**config.mk**
```make
export PLATFORM = sky130hd
export DESIGN_NAME = alu_seq
export DESIGN_NICKNAME = d
export VERILOG_FILES = /design/src/rtl/alu_seq.sv
export SDC_FILE = /design/constraint.sdc
export NUM_CORES = 1
export LEC_CHECK = 0
export CORE_ASPECT_RATIO = 0.75
export CORE_MARGIN = 1.5
export CORE_UTILIZATION = 45
export CTS_CLUSTER_SIZE = 14
export DETAILED_ROUTE_END_ITERATION = 12
export DONT_BUFFER_PORTS = 1
export GPL_TIMING_DRIVEN = 0
export MAX_ROUTING_LAYER = met4
export PLACE_DENSITY = 0.63
export SLEW_MARGIN = 20
export SYNTH_ARGS = -nofsm -noshare
export SYNTH_HDL_FRONTEND = slang
export SYNTH_SLANG_ARGS = --single-unit
```
**constraint.sdc**
```tcl
create_clock -name clk -period 3 [get_ports clk]
set_input_delay 0.6 -clock clk [delete_from_list [all_inputs] [get_ports clk]]
set_output_delay 0.6 -clock clk [all_outputs]
set_load 0.02 [all_outputs]
```
**src/rtl/alu_seq.sv**
```systemverilog
// Sequential N-bit ALU with valid/ready handshakes, registered flags and a shift-add multiplier.
// Optional accumulator operand source is enabled by defining ALU_SEQ_ACC_EN.
module alu_seq #(
  parameter int N = 8
) (
  input  logic         clk,
  input  logic         rst,
  input  logic         in_valid,
  output logic         in_ready,
  input  logic [2:0]   op,
  input  logic [N-1:0] a,
  input  logic [N-1:0] b,
  input  logic         acc_sel,
  output logic         out_valid,
  input  logic         out_ready,
  output logic [N-1:0] result,
  output logic         carry,
  output logic         overflow,
  output logic         zero,
  output logic         busy
);

  localparam int CW = $clog2(N + 1);

  localparam logic [2:0] OP_ADD = 3'b000;
  localparam logic [2:0] OP_SUB = 3'b001;
  localparam logic [2:0] OP_AND = 3'b010;
  localparam logic [2:0] OP_OR  = 3'b011;
  localparam logic [2:0] OP_XOR = 3'b100;
  localparam logic [2:0] OP_SLT = 3'b101;
  localparam logic [2:0] OP_MUL = 3'b110;
  localparam logic [2:0] OP_EQ  = 3'b111;

  typedef enum logic [1:0] {
    S_IDLE = 2'd0,
    S_EXEC = 2'd1,
    S_DONE = 2'd2
  } state_t;

  // Single-cycle ops; returns {carry, overflow, result}.
  function automatic logic [N+1:0] alu_eval(input logic [2:0]   f_op,
                                            input logic [N-1:0] f_a,
                                            input logic [N-1:0] f_b);
    logic        [N:0]   ext;
    logic        [N-1:0] r;
    logic                c;
    logic                v;
    logic signed [N-1:0] sa;
    logic signed [N-1:0] sb;
    sa  = f_a;
    sb  = f_b;
    ext = '0;
    r   = '0;
    c   = 1'b0;
    v   = 1'b0;
    case (f_op)
      OP_ADD: begin
        ext = {1'b0, f_a} + {1'b0, f_b};
        r   = ext[N-1:0];
        c   = ext[N];
        v   = (f_a[N-1] == f_b[N-1]) && (r[N-1] != f_a[N-1]);
      end
      OP_SUB: begin
        ext = {1'b0, f_a} - {1'b0, f_b};
        r   = ext[N-1:0];
        c   = ext[N];
        v   = (f_a[N-1] != f_b[N-1]) && (r[N-1] != f_a[N-1]);
      end
      OP_AND:  r = f_a & f_b;
      OP_OR:   r = f_a | f_b;
      OP_XOR:  r = f_a ^ f_b;
      OP_SLT:  r = {{(N-1){1'b0}}, (sa < sb)};
      OP_EQ:   r = {{(N-1){1'b0}}, (f_a == f_b)};
      default: r = '0;
    endcase
    return {c, v, r};
  endfunction

  // One shift-add iteration: conditionally add multiplicand to the upper half, shift right.
  function automatic logic [2*N-1:0] mul_step(input logic [2*N-1:0] p,
                                              input logic [N-1:0]   m);
    logic [N:0] s;
    if (p[0]) s = {1'b0, p[2*N-1:N]} + {1'b0, m};
    else      s = {1'b0, p[2*N-1:N]};
    return {s, p[N-1:1]};
  endfunction

  state_t         state_q,     state_d;
  logic [N-1:0]   result_q,    result_d;
  logic           carry_q,     carry_d;
  logic           overflow_q,  overflow_d;
  logic           zero_q,      zero_d;
  logic           out_valid_q, out_valid_d;
  logic           in_ready_q,  in_ready_d;
  logic           busy_q,      busy_d;
  logic [N-1:0]   mcand_q,     mcand_d;
  logic [2*N-1:0] prod_q,      prod_d;
  logic [CW-1:0]  cnt_q,       cnt_d;

  logic [N-1:0]   opa;
  logic [N+1:0]   ev;
  logic [2*N-1:0] prod_nxt;

`ifdef ALU_SEQ_ACC_EN
  logic [N-1:0]   acc_q, acc_d;
  assign opa = acc_sel ? acc_q : a;
`else
  logic unused_acc_sel;
  assign unused_acc_sel = acc_sel;
  assign opa = a;
`endif

  always_comb begin
    state_d     = state_q;
    result_d    = result_q;
    carry_d     = carry_q;
    overflow_d  = overflow_q;
    zero_d      = zero_q;
    out_valid_d = out_valid_q;
    in_ready_d  = in_ready_q;
    busy_d      = busy_q;
    mcand_d     = mcand_q;
    prod_d      = prod_q;
    cnt_d       = cnt_q;
`ifdef ALU_SEQ_ACC_EN
    acc_d       = acc_q;
`endif
    ev          = alu_eval(op, opa, b);
    prod_nxt    = mul_step(prod_q, mcand_q);

    case (state_q)
      S_IDLE: begin
        if (in_valid && in_ready_q) begin
          in_ready_d = 1'b0;
          busy_d     = 1'b1;
          if (op == OP_MUL) begin
            state_d = S_EXEC;
            mcand_d = opa;
            prod_d  = {{N{1'b0}}, b};
            cnt_d   = '0;
          end else begin
            state_d     = S_DONE;
            out_valid_d = 1'b1;
            result_d    = ev[N-1:0];
            carry_d     = ev[N+1];
            overflow_d  = ev[N];
            zero_d      = (ev[N-1:0] == '0);
          end
        end
      end
      S_EXEC: begin
        prod_d = prod_nxt;
        cnt_d  = cnt_q + CW'(1);
        // The last iteration writes the product straight into the output registers.
        if (cnt_q == CW'(N - 1)) begin
          state_d     = S_DONE;
          out_valid_d = 1'b1;
          result_d    = prod_nxt[N-1:0];
          carry_d     = |prod_nxt[2*N-1:N];
          overflow_d  = 1'b0;
          zero_d      = (prod_nxt[N-1:0] == '0);
        end
      end
      S_DONE: begin
        if (out_ready) begin
          state_d     = S_IDLE;
          out_valid_d = 1'b0;
          in_ready_d  = 1'b1;
          busy_d      = 1'b0;
`ifdef ALU_SEQ_ACC_EN
          acc_d       = result_q;
`endif
        end
      end
      default: begin
        state_d     = S_IDLE;
        out_valid_d = 1'b0;
        in_ready_d  = 1'b1;
        busy_d      = 1'b0;
      end
    endcase
  end

  always_ff @(posedge clk or negedge rst) begin
    if (!rst) begin
      state_q     <= S_IDLE;
      result_q    <= '0;
      carry_q     <= 1'b0;
      overflow_q  <= 1'b0;
      zero_q      <= 1'b1;
      out_valid_q <= 1'b0;
      in_ready_q  <= 1'b1;
      busy_q      <= 1'b0;
      mcand_q     <= '0;
      prod_q      <= '0;
      cnt_q       <= '0;
`ifdef ALU_SEQ_ACC_EN
      acc_q       <= '0;
`endif
    end else begin
      state_q     <= state_d;
      result_q    <= result_d;
      carry_q     <= carry_d;
      overflow_q  <= overflow_d;
      zero_q      <= zero_d;
      out_valid_q <= out_valid_d;
      in_ready_q  <= in_ready_d;
      busy_q      <= busy_d;
      mcand_q     <= mcand_d;
      prod_q      <= prod_d;
      cnt_q       <= cnt_d;
`ifdef ALU_SEQ_ACC_EN
      acc_q       <= acc_d;
`endif
    end
  end

  assign in_ready  = in_ready_q;
  assign out_valid = out_valid_q;
  assign result    = result_q;
  assign carry     = carry_q;
  assign overflow  = overflow_q;
  assign zero      = zero_q;
  assign busy      = busy_q;

endmodule

```
Yosys cells after proc, flatten, opt, wreduce, memory -nomap -nowiden
Index checks and enable logic that the tools add are counted.

Flip-flop bits (word level): 44. Output and inout port bits: 14.

Bitwise operators: 4. Mux-type cells: 41. Order comparisons: 1. $add $sub $neg: 4. Reduce and logical (&&, ||, !) cells: 15. Equal/unequal tests: 20.

Operator list (count): 8-bit one-hot mux with 7 select lines (1); 16-bit 2-to-1 mux (2); 16-bit one-hot mux with 2 select lines (1); 8-bit 2-to-1 mux (3); 8-bit by 8-bit adder with 9-bit output (2); 8-bit zero test (2); 1-bit 2-to-1 mux (16); 8-bit one-hot mux with 2 select lines (1); 3-bit == test (second input constant) (4); 3-bit AND reduction (4); 2-bit inequality test (second input constant) (5); 1-bit one-hot mux with 2 select lines (5); 9-bit 2-to-1 mux (1); 1-bit one-hot mux with 3 select lines (3); 8-bit by 8-bit subtractor with 9-bit output (1); 8-bit AND (1); 8-bit == test (1); 8-bit < comparator (1); 2-bit 2-to-1 mux (4); 4-bit 2-to-1 mux (2); 8-bit bitwise OR (1); 4-bit one-hot mux with 2 select lines (1); 4-bit AND reduction (2); 8-bit OR reduction (1); 15 further kinds (20).

Logic depth before layout (Yosys ltp)
Depth after elaboration: 7. Mapped depth: 11.

Least setup slack after synthesis
OpenSTA, ideal clock, no wires.

Kind: input port to flip-flop. Start: in a[0]. End: reg zero_q, in the netlist zero. Data arrival time: 2.568 ns. Slack: 0.349 ns. Stages on the path: 11. Required time: 2.917 ns. Cell sequence: inv_1 > ha_1 > inv_1 > fa_1 > nor2b_1 > o21ai_0 > a21oi_1 > or3_1 > a31oi_1 > nor4_2 > a221o_1.

Longest elaborated chain between the ends: 6. Elaborated cells between the ends (all ways): 12.

Ends and longest elaborated chain: start, declared (RTL line 11) `input logic [N-1:0] a,`; 8-bit by 8-bit subtractor with 9-bit output, or another cell as far along (RTL line 64) `ext = {1'b0, f_a} - {1'b0, f_b};`; 8-bit one-hot mux with 7 select lines * (RTL line 56) `case (f_op)`; 8-bit zero test * (RTL line 147) `zero_d = (ev[N-1:0] == '0);`; 1-bit 2-to-1 mux * (RTL line 136) `if (op == OP_MUL) begin`; 1-bit 2-to-1 mux * (RTL line 133) `if (in_valid && in_ready_q) begin`; 1-bit one-hot mux with 2 select lines * (RTL line 131) `case (state_q)`; end signal, assigned (RTL line 205) `zero_q <= zero_d;`; end, declared (RTL line 92) `logic zero_q, zero_d;`.

Every way passes the cells marked *; elsewhere a longest branch is shown, timed or not. The select of a mux whose other input is x is not followed. A chain may end at the register's enable or synchronous reset.

Worst setup path after layout
Same ends and word-level chain as after synthesis.

==> results.yml <==
logic_synthesis:
  synth_edf_count: 0
  syn_nets: 487
  synth_warnings: 0
  synth.area.mux_share_pct: 6.69
  synth.area.top_cells: "dfrtp_1, ha_1, o21ai_0, mux2i_1, a21oi_1"
  synthSimpleGateAreaFrac_pct: 17.3
  synthArstFlopShare_pct: 100
  ys_ff_latch: 44
  synth_area_per_cell_um2: 8.80
  synth_top_area_cell: "dfrtp_1"
  synthDistinctLibCells: 68
  ys_seq_area_share_pct: 29.5
  netlist.area_leader.share_pct: 28.1
  synth_cells: 425
  synth_top_family_by_area: "compound AO/OA/AOI/OAI gates"
  synthAdderAreaFrac_pct: 13.3
  synth_most_common_cell: "dfrtp_1"
  yosys_most_used_dff: "dfrtp_1"
  synthXorXnorAreaFrac_pct: 2.34
  synth_compound_area_share_pct: 24.8
  syn_area_um2: 3740
  synth_commonest_cells: "dfrtp_1, nand2_1, ha_1, o21ai_0"
clock_network:
  clkTransAtPathRegs_ps: 100
  cts-root-buf: "clkbuf_8"
  cts_tree: "done"
  clkSinkCount: 44
  cts_htree_levels: 2
  clk_latency_ps: 310
  clockBufferDepth: 2
  ctsResizeCount: 0
  cts_made_buffers: 5
sta:
  finalCriticalPeriod_ps: 2820
  rsz0062_at_grt: "false"
  finalSetupTns_ps: 0
  max_freq_ghz: 0.354
  report.final.slew_viol_count: 0
  tightest_slew_ps: 582
  relSlewSlack_pct: 61.2
  setup_slack_ps: 176
  fin_crit_sh_pct: 94.1
  skew_ps: 10.8
  hold_viol: 0
  setup_violations: 0
cells_and_area:
  syn_to_final_growth_pct: 7.12
  antennaDiodeCount: 0
  stdcell_area_um2: 4010
  nets: 495
  fin_cells: 539
  drive_gt1_share_pct: 10.8
floorplanning:
  ios: 38
  die_h_um: 82.0
  dieArea_um2: 8880
  row_count: 28
  die_w_um: 108
  core-area_um2: 7990
  start_util_pct: 46.8
critical_path:
  critical_path.endpoint_type: "flop"
  required_ps: 3240
  cp_max_fo: 4
  crit_type: "input pin to flop"
  crit_arrival_ps: 3060
  worst_setup_path_start_kind: "input pin"
global_route:
  met3_usage_pct: 6.27
  antenna_found_initial: 0
  grt_pass1_wl_um: 16600
  grt_pass1_vias: 2930
  busiest_layer: "met1"
  use_met2_pct: 32.3
  grt-ovfl-total: 0
  grt_max_degree: 43
  grt_usage_pct: 25.5
  grt_util_met1_pct: 39.7
placed_design:
  port_buffers: 0
  pre_cts_ws_ps: -135
  place_congestion: 0.940
  dp_hpwl_um: 8090
  place_area_um2: 3870
  dp.cells: 530
detailed_routing:
  wl_per_cell_um: 19.2
  drt_first_iter_violations: 293
  avgViaCountPerCell: 5.99
  dr.pass1.iters: 5
  num_vias: 3227
  ant_nets: 0
  wl_um: 10300
  drc: 0
job:
  maxCapViolCount: 0
outcome:
  status: "finished, final reports clean"
power_and_ir_drop:
  leakage_nw: 1.81
  power.ir.vdd_worst_uv: 358
  power.density_nw_per_um2: 677
worst_hold_path:
  hp-class: "input pin to async pin"
final timing paths:
path / depth (start not counted) / endpoint / startpoint / slack [ps]
worst max-delay path: 11 / zero / a[0] / 180
worst min-delay path: 0 / in_ready / rst / 110
worst max register to register: 9 / carry / prod_q[8] / 300
worst min register to register: 1 / cnt_q[0] / cnt_q[0] / 520
max in group asynchronous: 1 / prod_q[10] / rst / 2660
min in group clk: 1 / mcand_q[7] / a[7] / 430
where the power goes:
part	switching [mW]	total [mW]	internal (mW)
sequential	0.321	1.14	0.824
combinational	0.623	1.09	0.467
clock	0.228	0.479	0.251
total	1.17	2.71	1.54
cell type report:
type / instances / area (µm²)
plain buffers: 23 / 124
clock buffers: 5 / 68.8
clock inverters: 3 / 46.3
fillers: 788 / 3980
inverters: 28 / 105
multi-input cells: 330 / 2410
flip-flops and latches: 44 / 1100
well taps: 105 / 131
repair buffers: 1 / 20.0
cells by family (layout without fill, tap and decap cells):
logic type	Yosys count	count (layout)
AO/OA/AOI/OAI	136	136
buffers and inverters	51	60
AND/OR/NAND/NOR	122	122
flip-flops	44	44
adder cells (fa/ha/maj)	38	38
multiplexers	24	24
XOR/XNOR	10	10
layout by cell type (no fill, tap or decap), types with 11 or more instances in the layout:
master,instances
dfrtp_1,42
nand2_1,36
ha_1,35
o21ai_0,33
inv_1,27
a21oi_1,27
nor2_1,27
mux2i_1,16
nor2b_1,12
o22ai_1,11
metal layers:
metal  share of wire (%)  wire (µm)
met3                 7.0        723
met4                 1.2        122
met2                  38       3930
met5                   0          0
met1                  54       5550
critical path, stage by stage:
cell	delay (ps)
inv_1	80
ha_1	190
inv_1	60
fa_1	410
nor2b_1	150
o21ai_0	410
a21oi_1	120
or3_1	320
a31oi_1	300
nor4_2	90
a221o_1	320
registers in the layout, summed over array words and instances, names as in the netlist:
register,flops
result,8
busy,1
overflow,1
in_ready,1
zero,1
prod_q,16
out_valid,1
mcand_q,8
cnt_q,4
carry,1
state_q,2
stage by stage:
| stage | utilization [%] | hold slack, ps | total power, mW |
|---|---|---|---|
| 3_3_place_gp | 48.5 | 305 | 2.18 |
| 2_1_floorplan | - | 304 | 1.93 |
| 6_report | 50.2 | 114 | 2.71 |
| 4_1_cts | 50.2 | 114 | 2.71 |
| 5_1_grt | 50.2 | 95.0 | 2.93 |
| 3_5_place_dp | 48.5 | 305 | 2.21 |
repair_timing:
item / 4_1_cts / 5_1_grt
hold endpoints to repair: 42 / 0
hold buffers: 1 / 0
buffers inserted: 0 / 0
Power figures use the tool's default switching activity.
